File: config.mk
export PLATFORM = sky130hd
export DESIGN_NAME = sipo_deserializer
export DESIGN_NICKNAME = d
export VERILOG_FILES = /design/src/rtl/sipo_pkg.sv /design/src/rtl/sipo_out_buf.sv /design/src/rtl/sipo_deserializer.sv
export SDC_FILE = /design/constraint.sdc
export NUM_CORES = 1
export LEC_CHECK = 0
export CAP_MARGIN = 15
export CORE_AREA = 2 2 39 41
export CTS_BUF_LIST = sky130_fd_sc_hd__clkbuf_8
export CTS_CLUSTER_DIAMETER = 30
export DETAILED_ROUTE_END_ITERATION = 10
export DIE_AREA = 0 0 41 43
export GPL_ROUTABILITY_DRIVEN = 0
export GPL_TIMING_DRIVEN = 0
export SLEW_MARGIN = 30
export SYNTH_ARGS = -nofsm -noshare
export SYNTH_HDL_FRONTEND = slang
export SYNTH_SLANG_ARGS = --single-unit
export TNS_END_PERCENT = 5
File: constraint.sdc
create_clock -name clk -period 2.21 [get_ports clk]
set_clock_uncertainty 0.05 [all_clocks]
set_input_delay 0.442 -clock clk [delete_from_list [all_inputs] [get_ports clk]]
set_output_delay 0.442 -clock clk [all_outputs]
set_load 0.05 [all_outputs]
File: src/rtl/sipo_pkg.sv
// sipo_pkg: shared FSM state type and default word width for the SIPO deserializer
package sipo_pkg;
    localparam int SIPO_WIDTH = 4;
    typedef enum logic {S_DATA = 1'b0, S_PARITY = 1'b1} state_e;
endpackage

File: src/rtl/sipo_out_buf.sv
// sipo_out_buf: single-entry output holding register with valid/ready handshake and sticky overrun
module sipo_out_buf
    import sipo_pkg::*;
#(
    parameter int WIDTH = SIPO_WIDTH
) (
    input  logic             clk,
    input  logic             rst,
    input  logic             load,
    input  logic             load_perr,
    input  logic [WIDTH-1:0] word,
    input  logic             pout_ready,
    output logic [WIDTH-1:0] pout,
    output logic             pout_valid,
    output logic             overrun,
    output logic             parity_err
);
    logic [WIDTH-1:0] pout_q, pout_d;
    logic valid_q, valid_d, overrun_q, overrun_d, perr_q, perr_d, take;
    always_comb begin
        take      = load && (!valid_q || pout_ready);
        pout_d    = take ? word : pout_q;
        valid_d   = take || (valid_q && !pout_ready);
        overrun_d = overrun_q || (load && !take);
        perr_d    = take && load_perr;
    end
    always_ff @(posedge clk) begin
        if (!rst) begin
            pout_q    <= '0;
            valid_q   <= 1'b0;
            overrun_q <= 1'b0;
            perr_q    <= 1'b0;
        end else begin
            pout_q    <= pout_d;
            valid_q   <= valid_d;
            overrun_q <= overrun_d;
            perr_q    <= perr_d;
        end
    end
    assign pout       = pout_q;
    assign pout_valid = valid_q;
    assign overrun    = overrun_q;
    assign parity_err = perr_q;
endmodule

File: src/rtl/sipo_deserializer.sv
// sipo_deserializer: MSB-first serial-to-parallel word assembler with sync and output handshake
// Define SIPO_PARITY_EN to append an even-parity bit to every frame and flag mismatches.
module sipo_deserializer
    import sipo_pkg::*;
#(
    parameter int WIDTH = SIPO_WIDTH
) (
    input  logic             clk,
    input  logic             rst,
    input  logic             sin,
    input  logic             sin_valid,
    input  logic             sync,
    output logic [WIDTH-1:0] pout,
    output logic             pout_valid,
    input  logic             pout_ready,
    output logic             overrun,
    output logic             parity_err
);
    localparam int CW = WIDTH > 1 ? $clog2(WIDTH) : 1;
    logic [WIDTH-1:0] shreg_q, shreg_d, word;
    logic [CW-1:0] cnt_q, cnt_d;
    logic accept, last_data, done, perr;
    assign accept    = sin_valid && !sync;
    assign last_data = cnt_q == CW'(WIDTH - 1);
`ifdef SIPO_PARITY_EN
    state_e state_q, state_d;
    logic in_data;
    always_comb begin
        in_data = state_q == S_DATA;
        shreg_d = sync ? '0 : (accept && in_data) ? WIDTH'({shreg_q, sin}) : shreg_q;
        cnt_d   = sync ? '0 : (accept && in_data) ? (last_data ? '0 : cnt_q + CW'(1)) : cnt_q;
        state_d = sync ? S_DATA
                : !accept ? state_q
                : in_data ? (last_data ? S_PARITY : S_DATA)
                : S_DATA;
    end
    always_ff @(posedge clk) begin
        if (!rst) state_q <= S_DATA;
        else      state_q <= state_d;
    end
    // The parity bit arrives after the data, so the word is already complete in the shifter.
    assign done = accept && !in_data;
    assign word = shreg_q;
    assign perr = ^{shreg_q, sin};
`else
    always_comb begin
        shreg_d = sync ? '0 : accept ? WIDTH'({shreg_q, sin}) : shreg_q;
        cnt_d   = sync ? '0 : accept ? (last_data ? '0 : cnt_q + CW'(1)) : cnt_q;
    end
    assign done = accept && last_data;
    assign word = WIDTH'({shreg_q, sin});
    assign perr = 1'b0;
`endif
    always_ff @(posedge clk) begin
        if (!rst) begin
            shreg_q <= '0;
            cnt_q   <= '0;
        end else begin
            shreg_q <= shreg_d;
            cnt_q   <= cnt_d;
        end
    end
    sipo_out_buf #(.WIDTH(WIDTH)) u_out_buf (
        .clk       (clk),
        .rst       (rst),
        .load      (done),
        .load_perr (perr),
        .word      (word),
        .pout_ready(pout_ready),
        .pout      (pout),
        .pout_valid(pout_valid),
        .overrun   (overrun),
        .parity_err(parity_err)
    );
endmodule

# Yosys cells after proc, flatten, opt, wreduce, memory -nomap -nowiden
# Index checks and enable logic that the tools add are counted.
dict set report classes {
  n_addsub 1
  eq_ne 1
  muxes 1
  bitwise_logic 1
  n_reduce_logical 13
}
# operator count
set ops {}
lappend ops {{logical AND 1 bit} 5}
lappend ops {{zero test 1 bit} 4}
lappend ops {{logical OR 1 bit} 3}
lappend ops {{adder 2 x 1 -> 2 bit (second input constant)} 1}
lappend ops {{equality test 2 bit (second input constant)} 1}
lappend ops {{two-way mux 2 bit} 1}
lappend ops {{OR reduction 2 bit} 1}
lappend ops {{NOT 1 bit} 1}
dict set report totals {
  reg_bits 11
  input_bits 6
  elab_cells 22
}

# Longest topological paths before layout
dict set report logic_depth {
  ltp_word 7
  ltp_mapped 5
}

# Modules after synthesis
# Synthesis repeated with hierarchy kept, for this count alone.
dict set report unflattened {
  hier_cells 48
  area_unflattened_um2 495.5
}
# module n_inst cells_each area_per_inst_um2
set modules_own_cells {}
lappend modules_own_cells {sipo_out_buf 1 27 274.0}
lappend modules_own_cells {sipo_deserializer 1 21 221.5}

# Worst setup path after synthesis
# OpenSTA, ideal clock, no wires.
dict set report synth_path {
  path_kind {register -> register}
  from {register u_out_buf.valid_q (netlist: u_out_buf.pout_valid)}
  to {register u_out_buf.pout_q[0] (netlist: u_out_buf.pout[0])}
  setup_ns 0.118
  arrival_time_ns 1.111
  required_time_ns 2.042
  slack_ns 0.931
  path_stages_with_launch 5
  path_cell_list {dfxtp_1 -> nand2b_1 -> nor2b_4 -> buf_6 -> mux2i_1}
}
dict set report synth_via {
  elab_chain_len 3
}
# element line_no
set synth_lines {}
lappend synth_lines {{start: declaration} sipo_out_buf.sv:19} ;# logic valid_q, valid_d, overrun_q, overrun_d, perr_q, perr_d, take;
lappend synth_lines {{start signal: assignment} sipo_out_buf.sv:35} ;# valid_q <= valid_d;
lappend synth_lines {{zero test 1 bit} sipo_out_buf.sv:21} ;# take = load && (!valid_q || pout_ready);
lappend synth_lines {{logical OR 1 bit} sipo_out_buf.sv:21}
lappend synth_lines {{logical AND 1 bit} sipo_out_buf.sv:21}
lappend synth_lines {{end signal: assignment} sipo_out_buf.sv:34} ;# pout_q <= pout_d;
lappend synth_lines {{end: declaration} sipo_out_buf.sv:18} ;# logic [WIDTH-1:0] pout_q, pout_d;
# Every way passes these cells.
# A chain may end at the register's enable or synchronous reset.

# Worst setup path in the final report
dict set report layout_path {
  from {register u_out_buf.pout_q[0] (netlist: u_out_buf.pout[0])}
  to {output pout[0]}
}
# element line_no
set layout_lines {}
lappend layout_lines {{end: declaration} sipo_deserializer.sv:13} ;# output logic [WIDTH-1:0] pout,
# No word-level cell between the ends.

==> results.toml <==
[run_status]
status = "finished clean"

[logic_synthesis]
syn_avg_cell_area_um2 = 10.0
async_flop_share_pct = 0
postSynthCellCount = 48
synthDistinctLibCells = 17
yosysTopAreaCellShare_pct = 45.7
ys_ff_latch = 11
synth_edf_count = 0
synth_ff_type = "dfxtp_1"
ys_seq_area_share_pct = 45.7
synth_area_leaders = "dfxtp_1 (46%), mux2i_1 (17%), nand2_1 (6.2%)"
synthesis.nets = 55
syn-cell-area_um2 = 482
yosys_warnings = 0
synth_top_area_cell = "dfxtp_1"

[final_layout]
mostFrequentLayoutCells = "dfxtp_1 (11), clkdlybuf4s50_1 (10), mux2i_1 (8), nand2_1 (8), nor2_1 (6)"
nets = 70
layout_commonest_cell = "dfxtp_1"
n_antenna_cell = 0
fin_cells = 78
fill_cells = 149
drive_gt1_share_pct = 14.5
syn_to_final_growth_pct = 34.3

[timing]
fin_setup_tns_ns = 0
final_max_slew_viol_count = 0
setup_viol = 0
clock.fmax_mhz = 540
fin_crit_sh_pct = 83.9
fin_ws_ns = 0.357
hold_viol = 0
rsz0062_at_grt = "false"
min_period_ns = 1.85

[detailed_routing]
wl_um = 708
via_per_inst = 4.32
wl_per_cell_um = 9.08
dr.first_iter.drc_count = 4
drtAntennaViolNets = 0
drtPass1Iterations = 2
num_vias = 337
drcViolationCount = 0

[hold_path]
min_path_type = "flop to flop"

[placed_design]
detailedPlace.worstSlack_ns = 0.610
place_hpwl_um = 539
io_buffers = 10
dpl.cell_count = 74

[clocking]
clock_latency_ns = 0.24
cts_tree = "yes"
cts_inserted_buffers = 3
cts_buffer_depth = 2
ctsHoldBuffers = 0
cts.clk_slew.worst_paths_ns = 0.05
h-tree-depth = 1
clock-sinks = 11
post_cts_buffers = 0
root_buffer = "clkbuf_8"
cts_resized = 0

[critical_path]
cp.required_ns = 1.72
crit_arrival_ns = 1.36
worstPathMaxFanout = 2
cp_top_family = "buffers and inverters"
critPathBufInv = 1
end_kind = "output port"
slowest_delay_ns = 0.80
cp_slowest_cell = "clkdlybuf4s50_1"
crit_type = "flop to output port"
start_kind = "flop"
crit_chain = "clkdlybuf4s50_1"

[job]
max-cap-violations = 0

[global_route]
antenna_found_initial = 0
grt_usage_pct = 10.3
grt_overflow = 0
grt_max_degree = 11
first_global_vias = 282
grt_pass1_wl_um = 1170

[floorplan]
core_area_um2 = 1380
initial_core_util_pct = 34.8
ios = 13
die_h_um = 43
die_w_um = 41
num_rows = 14
dieArea_um2 = 1760

[power_and_ir_drop]
p_leak_nw = 0.278
peakVddDrop_v = 0.000303
power_density_nw_per_um2 = 666
through the flow:
| step | utilization [%] | hold WS (ns) | area (µm²) | power [mW] |
|---|---|---|---|---|
| after floorplan | - | 0.387 | 482 | 0.226 |
| after global placement | 43.5 | 0.393 | 602 | 0.237 |
| after detailed placement | 43.5 | 0.402 | 602 | 0.237 |
| after CTS | 46.7 | 0.409 | 647 | 0.440 |
| after global routing | 46.7 | 0.419 | 647 | 0.450 |
| final | 46.7 | 0.404 | 647 | 0.431 |
kinds of logic (layout without fill, tap and decap cells):
family                     after synthesis  count (layout)  share of synthesized area [%]
and+or+nand+nor                         19              19                           22.1
AOI/OAI and AO/OA                        3               3                           4.16
buffers and inverters                    5              19                           8.05
muxes                                    8               8                           16.6
DFF                                     11              11                           45.7
other                                    1               1                          0.778
adders and majority gates                1               1                           2.60
where the power goes:
part           internal [mW]  switching, mW
combinational         0.0160         0.0143
sequential             0.201        0.00131
clock                  0.122         0.0765
total                  0.339         0.0921
path summary, 6_finish.rpt:
path | cells after the start | start | endpoint | slack (ns)
worst min-delay path | 2 | u_out_buf.pout[2] | u_out_buf.pout[2] | 0.40
worst max register to register | 5 | cnt_q[0] | u_out_buf.pout[3] | 1.01
worst min register to register | 2 | u_out_buf.pout[2] | u_out_buf.pout[2] | 0.40
worst max-delay path | 1 | u_out_buf.pout[0] | pout[0] | 0.36
worst register-to-register path, cell delays in order (launching register included):
cell and delay [ns]:
dfxtp_1 0.35, ha_1 0.23, nand3b_4 0.11, nor2b_4 0.11
buf_6 0.12, mux2i_1 0.17
Yosys cell counts (all sizes together), types with 2 or more instances:
| library cell | number |
|---|---|
| mux2i | 8 |
| nand2b | 2 |
| buf | 4 |
| nand2 | 8 |
| dfxtp | 11 |
| nor2 | 6 |
area by class of cell:
class                   count  area [µm²]  area share [%]
multi-input cells          32         223            34.4
flip-flops and latches     11         220            34.0
repair buffers             10         100            15.5
clock buffers               3        41.3            6.38
plain buffers               4        35.0            5.42
well taps                  16        20.0            3.09
clock inverters             1        3.75           0.580
inverters                   1        3.75           0.580
state kept, by name, summed over array words and instances, names as in the netlist:
signal / count
u_out_buf.pout: 4
u_out_buf.pout_valid: 1
cnt_q: 2
u_out_buf.overrun: 1
shreg_q: 3
routing by layer:
| layer | wire length, µm | share of wire, % | track usage (%) |
|---|---|---|---|
| met3 | 34 | 4.8 | 3.14 |
| met2 | 307 | 43 | 12.2 |
| met1 | 347 | 49 | 13.7 |
| met5 | 0 | 0 | 0 |
| met4 | 19 | 2.7 | 10.0 |
Power figures use the tool's default switching activity.
